$ cat config.mk
export PLATFORM = sky130hd
export DESIGN_NAME = busca_de_instrucao
export DESIGN_NICKNAME = d
export VERILOG_FILES = /design/src/rtl/busca_pkg.sv /design/src/rtl/entrada_de_busca.sv /design/src/rtl/busca_de_instrucao.sv
export SDC_FILE = /design/constraint.sdc
export NUM_CORES = 1
export LEC_CHECK = 0
export ABC_AREA = 1
export BUFFER_PORTS_ARGS = -buffer_cell sky130_fd_sc_hd__buf_2
export CORE_AREA = 4 4 166 104
export CTS_CLUSTER_SIZE = 40
export DETAILED_ROUTE_END_ITERATION = 12
export DIE_AREA = 0 0 170 108
export SLEW_MARGIN = 10
export SYNTH_ARGS = -nofsm -noshare
export SYNTH_HDL_FRONTEND = slang
export SYNTH_HIERARCHICAL = 1
export SYNTH_SLANG_ARGS = --single-unit
$ cat constraint.sdc
create_clock -name clock -period 2.5 [get_ports clock]
set_input_delay 0.125 -clock clock [delete_from_list [all_inputs] [get_ports clock]]
set_output_delay 0.125 -clock clock [all_outputs]
set_load 0.01 [all_outputs]
$ cat src/rtl/busca_pkg.sv
// Shared types and helpers for the instruction-fetch stage.
package busca_pkg;

  localparam int LARGURA_PADRAO = 16;

  typedef enum logic [1:0] {
    OCIOSO   = 2'd0,
    DEMANDA  = 2'd1,
    PREBUSCA = 2'd2
  } estado_t;

  // Next sequential address; the add wraps naturally at 2^LARGURA_PADRAO.
  function automatic logic [LARGURA_PADRAO-1:0] proximo_endereco(
    input logic [LARGURA_PADRAO-1:0] a
  );
    return a + LARGURA_PADRAO'(1);
  endfunction

endpackage

$ cat src/rtl/entrada_de_busca.sv
// One tag/data/valid fetch entry with write, invalidate and hit compare.
module entrada_de_busca #(
  parameter int LARGURA = 16
) (
  input  logic               clock,
  input  logic               reset,
  input  logic               escreve,
  input  logic               invalida,
  input  logic [LARGURA-1:0] tag_novo,
  input  logic [LARGURA-1:0] dado_novo,
  input  logic [LARGURA-1:0] endereco,
  output logic [LARGURA-1:0] tag,
  output logic [LARGURA-1:0] dado,
  output logic               valido,
  output logic               acerto
);

  // A write on the same edge as an invalidate wins: the fill is newer.
  always_ff @(posedge clock) begin
    if (reset) begin
      tag    <= '0;
      dado   <= '0;
      valido <= 1'b0;
    end else if (escreve) begin
      tag    <= tag_novo;
      dado   <= dado_novo;
      valido <= 1'b1;
    end else if (invalida) begin
      valido <= 1'b0;
    end
  end

  assign acerto = valido && (tag == endereco);

endmodule

$ cat src/rtl/busca_de_instrucao.sv
// Instruction fetch: current entry C, sequential prefetch entry P, one outstanding request.
// Optional BUSCA_ESTATISTICAS_EN adds saturating miss / promotion counters.
module busca_de_instrucao
  import busca_pkg::*;
#(
  parameter int LARGURA       = LARGURA_PADRAO,
  parameter int LIMITE_ESPERA = 255
) (
  input  logic               clock,
  input  logic               reset,
  input  logic [LARGURA-1:0] endereco,
  output logic [LARGURA-1:0] iin,
  output logic               iin_valido,
  output logic               mem_req,
  output logic [LARGURA-1:0] mem_addr,
  input  logic               mem_ack,
  input  logic [LARGURA-1:0] mem_dado,
  output logic               erro_barramento
`ifdef BUSCA_ESTATISTICAS_EN
  ,
  output logic [LARGURA-1:0] cont_falhas,
  output logic [LARGURA-1:0] cont_prebusca
`endif
);

  localparam int LE = $clog2(LIMITE_ESPERA + 1);

  estado_t              estado;
  logic [LE-1:0]        espera;
  logic                 descarta;
  logic [LARGURA-1:0]   c_tag, c_dado, p_tag, p_dado;
  logic                 c_valido, p_valido, acerto_c, acerto_p;
  logic                 falha, promove, fill_c, fill_p, ack_ok;

  assign ack_ok  = mem_req && mem_ack;
  assign falha   = !acerto_c && !acerto_p;
  assign promove = !acerto_c && acerto_p;
  // A demand fill is kept only if the core still wants that address.
  assign fill_c  = (estado == DEMANDA) && ack_ok && (mem_addr == endereco);
  assign fill_p  = (estado == PREBUSCA) && ack_ok && !descarta && !falha;

  entrada_de_busca #(.LARGURA(LARGURA)) u_c (
    .clock(clock), .reset(reset),
    .escreve(fill_c || promove), .invalida(falha),
    .tag_novo(fill_c ? mem_addr : p_tag), .dado_novo(fill_c ? mem_dado : p_dado),
    .endereco(endereco),
    .tag(c_tag), .dado(c_dado), .valido(c_valido), .acerto(acerto_c)
  );

  entrada_de_busca #(.LARGURA(LARGURA)) u_p (
    .clock(clock), .reset(reset),
    .escreve(fill_p), .invalida(falha || promove),
    .tag_novo(mem_addr), .dado_novo(mem_dado),
    .endereco(endereco),
    .tag(p_tag), .dado(p_dado), .valido(p_valido), .acerto(acerto_p)
  );

  always_ff @(posedge clock) begin
    if (reset) begin
      estado          <= OCIOSO;
      espera          <= '0;
      descarta        <= 1'b0;
      iin             <= '0;
      iin_valido      <= 1'b0;
      mem_req         <= 1'b0;
      mem_addr        <= '0;
      erro_barramento <= 1'b0;
`ifdef BUSCA_ESTATISTICAS_EN
      cont_falhas     <= '0;
      cont_prebusca   <= '0;
`endif
    end else begin
      erro_barramento <= 1'b0;

      // A matching demand fill is presented like a hit on the same edge.
      if (acerto_c) begin
        iin        <= c_dado;
        iin_valido <= 1'b1;
      end else if (fill_c) begin
        iin        <= mem_dado;
        iin_valido <= 1'b1;
      end else begin
        iin_valido <= 1'b0;
      end

`ifdef BUSCA_ESTATISTICAS_EN
      if (promove && cont_prebusca != '1)
        cont_prebusca <= cont_prebusca + LARGURA'(1);
`endif

      case (estado)
        OCIOSO: begin
          espera <= '0;
          if (falha) begin
            mem_req  <= 1'b1;
            mem_addr <= endereco;
            estado   <= DEMANDA;
`ifdef BUSCA_ESTATISTICAS_EN
            if (cont_falhas != '1)
              cont_falhas <= cont_falhas + LARGURA'(1);
`endif
          end else if (c_valido && !p_valido) begin
            mem_req  <= 1'b1;
            mem_addr <= LARGURA'(proximo_endereco(LARGURA_PADRAO'(c_tag)));
            descarta <= 1'b0;
            estado   <= PREBUSCA;
          end
        end
        DEMANDA, PREBUSCA: begin
          // A flush while prefetching makes the returning word stale.
          if (estado == PREBUSCA && falha)
            descarta <= 1'b1;
          if (mem_ack) begin
            mem_req <= 1'b0;
            espera  <= '0;
            estado  <= OCIOSO;
          end else if (espera == LE'(LIMITE_ESPERA - 1)) begin
            erro_barramento <= 1'b1;
            mem_req         <= 1'b0;
            espera          <= '0;
            estado          <= OCIOSO;
          end else begin
            espera <= espera + LE'(1);
          end
        end
        default: estado <= OCIOSO;
      endcase
    end
  end

endmodule

# Word level (Yosys, flattened, before mapping)
# Cells that the tools add are included.
# op_classes
add_sub_neg,2
muxes,30
eq_ne,11
n_reduce_logical,31
bitwise_logic,1
# ops
cell,n
16-bit 2-to-1 mux,6
16-bit equality test,3
16-bit by 1-bit adder with 16-bit output (second input constant),1
8-bit 2-to-1 mux,2
8-bit one-hot mux with 2 select lines,1
1-bit 2-to-1 mux,14
1-bit logical AND,12
2-bit nonzero test,5
8-bit by 1-bit adder with 8-bit output (second input constant),1
8-bit equality test (second input constant),1
2-bit 2-to-1 mux,4
2-bit inequality test (second input constant),3
3-bit inequality test (second input constant),2
1-bit logical NOT,5
1-bit one-hot mux with 2 select lines,2
2-bit one-hot mux with 2 select lines,1
2-bit AND reduction,2
4-bit AND reduction,1
3-bit AND reduction,1
3-bit OR reduction,1
2-bit by 1-bit equality test with 1-bit output (second input constant),1
2-bit equality test (second input constant),1
2-bit logical NOT,1
1-bit logical OR,2
2 further kinds,2
# word_totals
regBits,112
out_inout_bits,35

# Depth between registers and ports, before layout
# depth
ltp_word,7
depth_mapped,17

# Modules after synthesis
# The synthesis kept the hierarchy.
# modules_own_cells
module,instances,area_per_inst_um2,cells_per_inst
busca_de_instrucao,1,3290.7,552
entrada_de_busca,2,1446.4,202

# Worst setup path after synthesis
# OpenSTA, ideal clock, no wires.
# synth_path
path_type,register to register
startpoint,register u_c.tag[9]
endpoint,register u_p.tag[11]
setup_time_ps,129
slack_ps,258
period_less_slack_ps,2242
t_arrival_ps,2113
required_time_ps,2371
path_stages_with_launch,18
path_buffers,2
path_cell_list,dfxtp_1 > inv_1 > nand2_1 > nand2_1 > nor2_1 > nand2_1 > nor2_1 > nand2_1 > nor2_1 > buf_2 > nor2_4 > inv_1 > nand2_1 > nor3_1 > inv_2 > buf_2 > nor2_1 > a211oi_2
# synth_via
elab_chain_cells,6
# synth_rtl
item,line,rtl
start: declaration,entrada_de_busca.sv:12,"output logic [LARGURA-1:0] tag,"
start signal: assignment,entrada_de_busca.sv:25,tag <= tag_novo;
16-bit equality test,entrada_de_busca.sv:33,assign acerto = valido && (tag == endereco);
1-bit logical AND,entrada_de_busca.sv:33,
named net acerto_c,busca_de_instrucao.sv:32,"logic c_valido, p_valido, acerto_c, acerto_p;"
1-bit logical NOT,busca_de_instrucao.sv:36,assign falha = !acerto_c && !acerto_p;
1-bit logical AND,busca_de_instrucao.sv:36,
1-bit logical NOT,busca_de_instrucao.sv:40,assign fill_p = (estado == PREBUSCA) && ack_ok && !descarta && !falha;
1-bit logical AND,busca_de_instrucao.sv:40,
named net fill_p,busca_de_instrucao.sv:33,"logic falha, promove, fill_c, fill_p, ack_ok;"
end signal: assignment,entrada_de_busca.sv:25,
end: declaration,entrada_de_busca.sv:12,
# The timed path passes the listed nets, and every way through them passes these cells.
# A chain may end at the register's enable or synchronous reset.

# Worst setup path in the final report
# layout_path
startpoint,register u_p.tag[9]
endpoint,register u_p.tag[7]
# layout_via
elab_chain_cells,6
# layout_rtl
item,line
16-bit equality test,entrada_de_busca.sv:33
1-bit logical AND,entrada_de_busca.sv:33
named net acerto_p,busca_de_instrucao.sv:32
1-bit logical NOT,busca_de_instrucao.sv:36
1-bit logical AND,busca_de_instrucao.sv:36
1-bit logical NOT,busca_de_instrucao.sv:40
1-bit logical AND,busca_de_instrucao.sv:40
named net fill_p,busca_de_instrucao.sv:33
# The timed path passes the listed nets, and every way through them passes these cells.

==> qor.yml <==
cp_slowest_cell: "dfxtp_1"
tns_ns: 0
powerDensity_nw_per_um2: 539.0
synth-edff-count: 0
clk_latency_ns: 0.35
grt_max_degree: 93
rrSetupSlack_ns: 0.22
synth_compound_area_share_pct: 17.93
worst_setup_path_start_kind: "flop"
layout.nets: 1057
clock-sinks: 112
first_global_vias: 5293
synth_flop_cell: "dfxtp_1"
r2r_cells: 16
vias_per_cell: 4.829
top_layer: "met4"
p_leak_nw: 3.042
synthCells: 956
max_stage_delay_ns: 0.36
drv_cap: 0
synth.avg_cell_area_um2: 6.468
wl_per_cell_um: 13.91
ir_worst_vdd_uv: 398.7
finalCriticalPeriod_ns: 2.284
critPathTopFamily: "simple AND/OR/NAND/NOR gates"
rr_endpoint: "u_p/tag[7]"
dieArea_um2: 18360
syn_to_final_growth_pct: 14.06
wl_met3_um: 921
hp-class: "in2reg"
numCtsBuffers: 9
grt_overflow_total: 0
layout-drive-gt1-share_pct: 14.02
met1_length_um: 9289
setup_slack_ns: 0.2159
ys_types: 36
io_pins: 70
globalRouteTotalUtil_pct: 18.65
drtPass1Iterations: 5
cts-root-buf: "clkbuf_16"
fillCellCount: 1678
synthXorXnorAreaFrac_pct: 1.983
crit_top_cell: "nand2_1"
dr_wl_met2_um: 6776
route.detailed.drc: 0
crit_end: "u_p/tag[7]"
synthAdderAreaFrac_pct: 1.416
synth_top_family_by_area: "simple AND/OR/NAND/NOR gates"
syn_nets: 998
n_antenna_cell: 0
routabilityCongestion: 0.8606
synth_simple_gate_area_share_pct: 30.53
grt_pass1_wl_um: 27740
async_flop_share_pct: 0
synth_mux_area_share_pct: 0
die_h_um: 108
antenna_found_initial: 0
synth_area_um2: 6183
tightest_slew_ns: 0.5252
setup_viol: 0
place_worst_setup_slack_ns: 0.1164
seq_area_frac_synth_pct: 36.26
hold_viol: 0
yosys_register_bits: 112
dpl.hpwl_um: 12120
h-tree-depth: 3
status: "completed"
finalCritPeriodShare_pct: 91.37
die_x_um: 170
io_buffers: 69
critical_path_class: "reg2reg"
relSlewSlack_pct: 64.86
reg2reg_from: "u_p/tag[9]"
worstPathCellList: "inv_1, nand2_1, nand2_1, nor2_1, nand2_1, nor2_1, nand2_1, nor2_2, nor2_4, inv_1, nand2_1, nor3_2, inv_2, buf_12, nor2_1, a211oi_2"
final_cell_mix: "nand2_1 (303), a21oi_1 (132), inv_1 (120)"
rsz0062_at_grt: "false"
cts_tree: "yes"
routed_wl_um: 17100
cp_num_cells: 16
first_iter_violations: 482
endpoint_kind: "flop"
crit_buf_inv: 4
postRouteAntennaNets: 0
startpoint: "u_p/tag[9]"
rows: 36
fmax_mhz: 437.8
worst_clock_skew_ns: 0.008747
finalMaxSlewViolations: 0
core-area_um2: 15810
clockBufferDepth: 2
final_common_cell: "nand2_1"
cp.arrival_ns: 2.51
clk_pin_slew_worst_paths_ns: 0.08
vias: 5935
cp.required_ns: 2.73
worstPathMaxFanout: 34
yosysWarnings: 6
start_util_pct: 39.11
## cell usage after synthesis (all sizes together) (2+ instances only)
library cell	n	area (um^2)
o22ai	4	25.02
xor2	11	96.34
nand2	304	1144
or2	3	18.77
ha	7	87.58
inv	123	461.7
nor2	103	396.6
o21ai	27	135.1
clkbuf	12	45.04
buf	33	224.0
a21oi	132	660.6
nand4	6	37.54
a211oi	20	250.2
nand3b	2	15.01
nand3	33	175.2
nor3	13	87.58
dfxtp	112	2242
xnor2	3	26.28
## tightest hold or removal path, cell delays in order
cell	delay, ns
buf_2	0.11
nand2_1	0.06
a21oi_1	0.06
## per-stage QoR
stage	instance area (um^2)	power, mW	cells	utilization, %	hold slack [ns]
2_1_floorplan	6183	2.208	956	-	0.2036
3_3_place_gp	6716	2.421	1209	42.48	0.3470
5_1_grt	7053	3.979	1229	44.61	0.04581
6_report	7053	3.802	1229	44.61	0.05014
3_5_place_dp	6716	2.417	1209	42.48	0.3425
4_1_cts	7015	3.839	1226	44.37	0.04199
## cells by family after synthesis
logic type | count (synthesis)
AOI/OAI and AO/OA | 188
and+or+nand+nor | 466
DFF | 112
adders and majority gates | 7
buffers and inverters | 169
xor gates and xnor gates | 14
## how the worst min path moves through the flow
stage	start	end	slack, ns	cells after the start
global placement	mem_ack	erro_barramento	0.35	2
floorplan	mem_ack	erro_barramento	0.20	1
CTS	mem_dado[12]	u_p/dado[12]	0.04	3
finish	mem_dado[9]	u_p/dado[9]	0.05	3
global route	mem_dado[12]	u_p/dado[12]	0.05	3
detailed placement	mem_ack	erro_barramento	0.34	2
## final cells by class
class / count / area (um^2) / area share (%)
clock inverters: 7 / 63.81 / 0.9047
clock buffers: 9 / 225.2 / 3.193
inverters: 124 / 465.4 / 6.599
well taps: 209 / 261.5 / 3.708
flip-flops and latches: 112 / 2242 / 31.79
multi-input cells: 675 / 3227 / 45.75
repair buffers: 93 / 568.0 / 8.054
## layer usage
layer | vias to the layer above | global-route usage, %
li1 | 3125 | -
met1 | 2660 | 29.71
met2 | 140 | 26.26
met3 | 10 | 3.215
met4 | 0 | 3.362
met5 | - | 0
## sequential cells by signal, summed over array words and instances, names as in the netlist
name	cells
u_c/dado	16
u_c/valido	1
iin_valido	1
erro_barramento	1
descarta	1
u_p/valido	1
u_p/tag	16
espera	8
mem_addr	16
estado	2
iin	16
u_p/dado	16
u_c/tag	16
mem_req	1
## report_power, final
group	total [mW]	switching, mW	internal (mW)	leakage, nW
Combinational	0.473	0.303	0.170	2.00
Clock	1.42	0.725	0.697	0.136
Sequential	1.91	0.0727	1.83	0.907
## timing repair
action / in CTS / in global routing
setup buffers: 0 / 3
resized for setup: 0 / 5
endpoints found under the hold margin: 1 / 0
hold buffers: 1 / 0
setup endpoints to repair: 0 / 92
No activity file was read; power rests on OpenSTA's default activity.
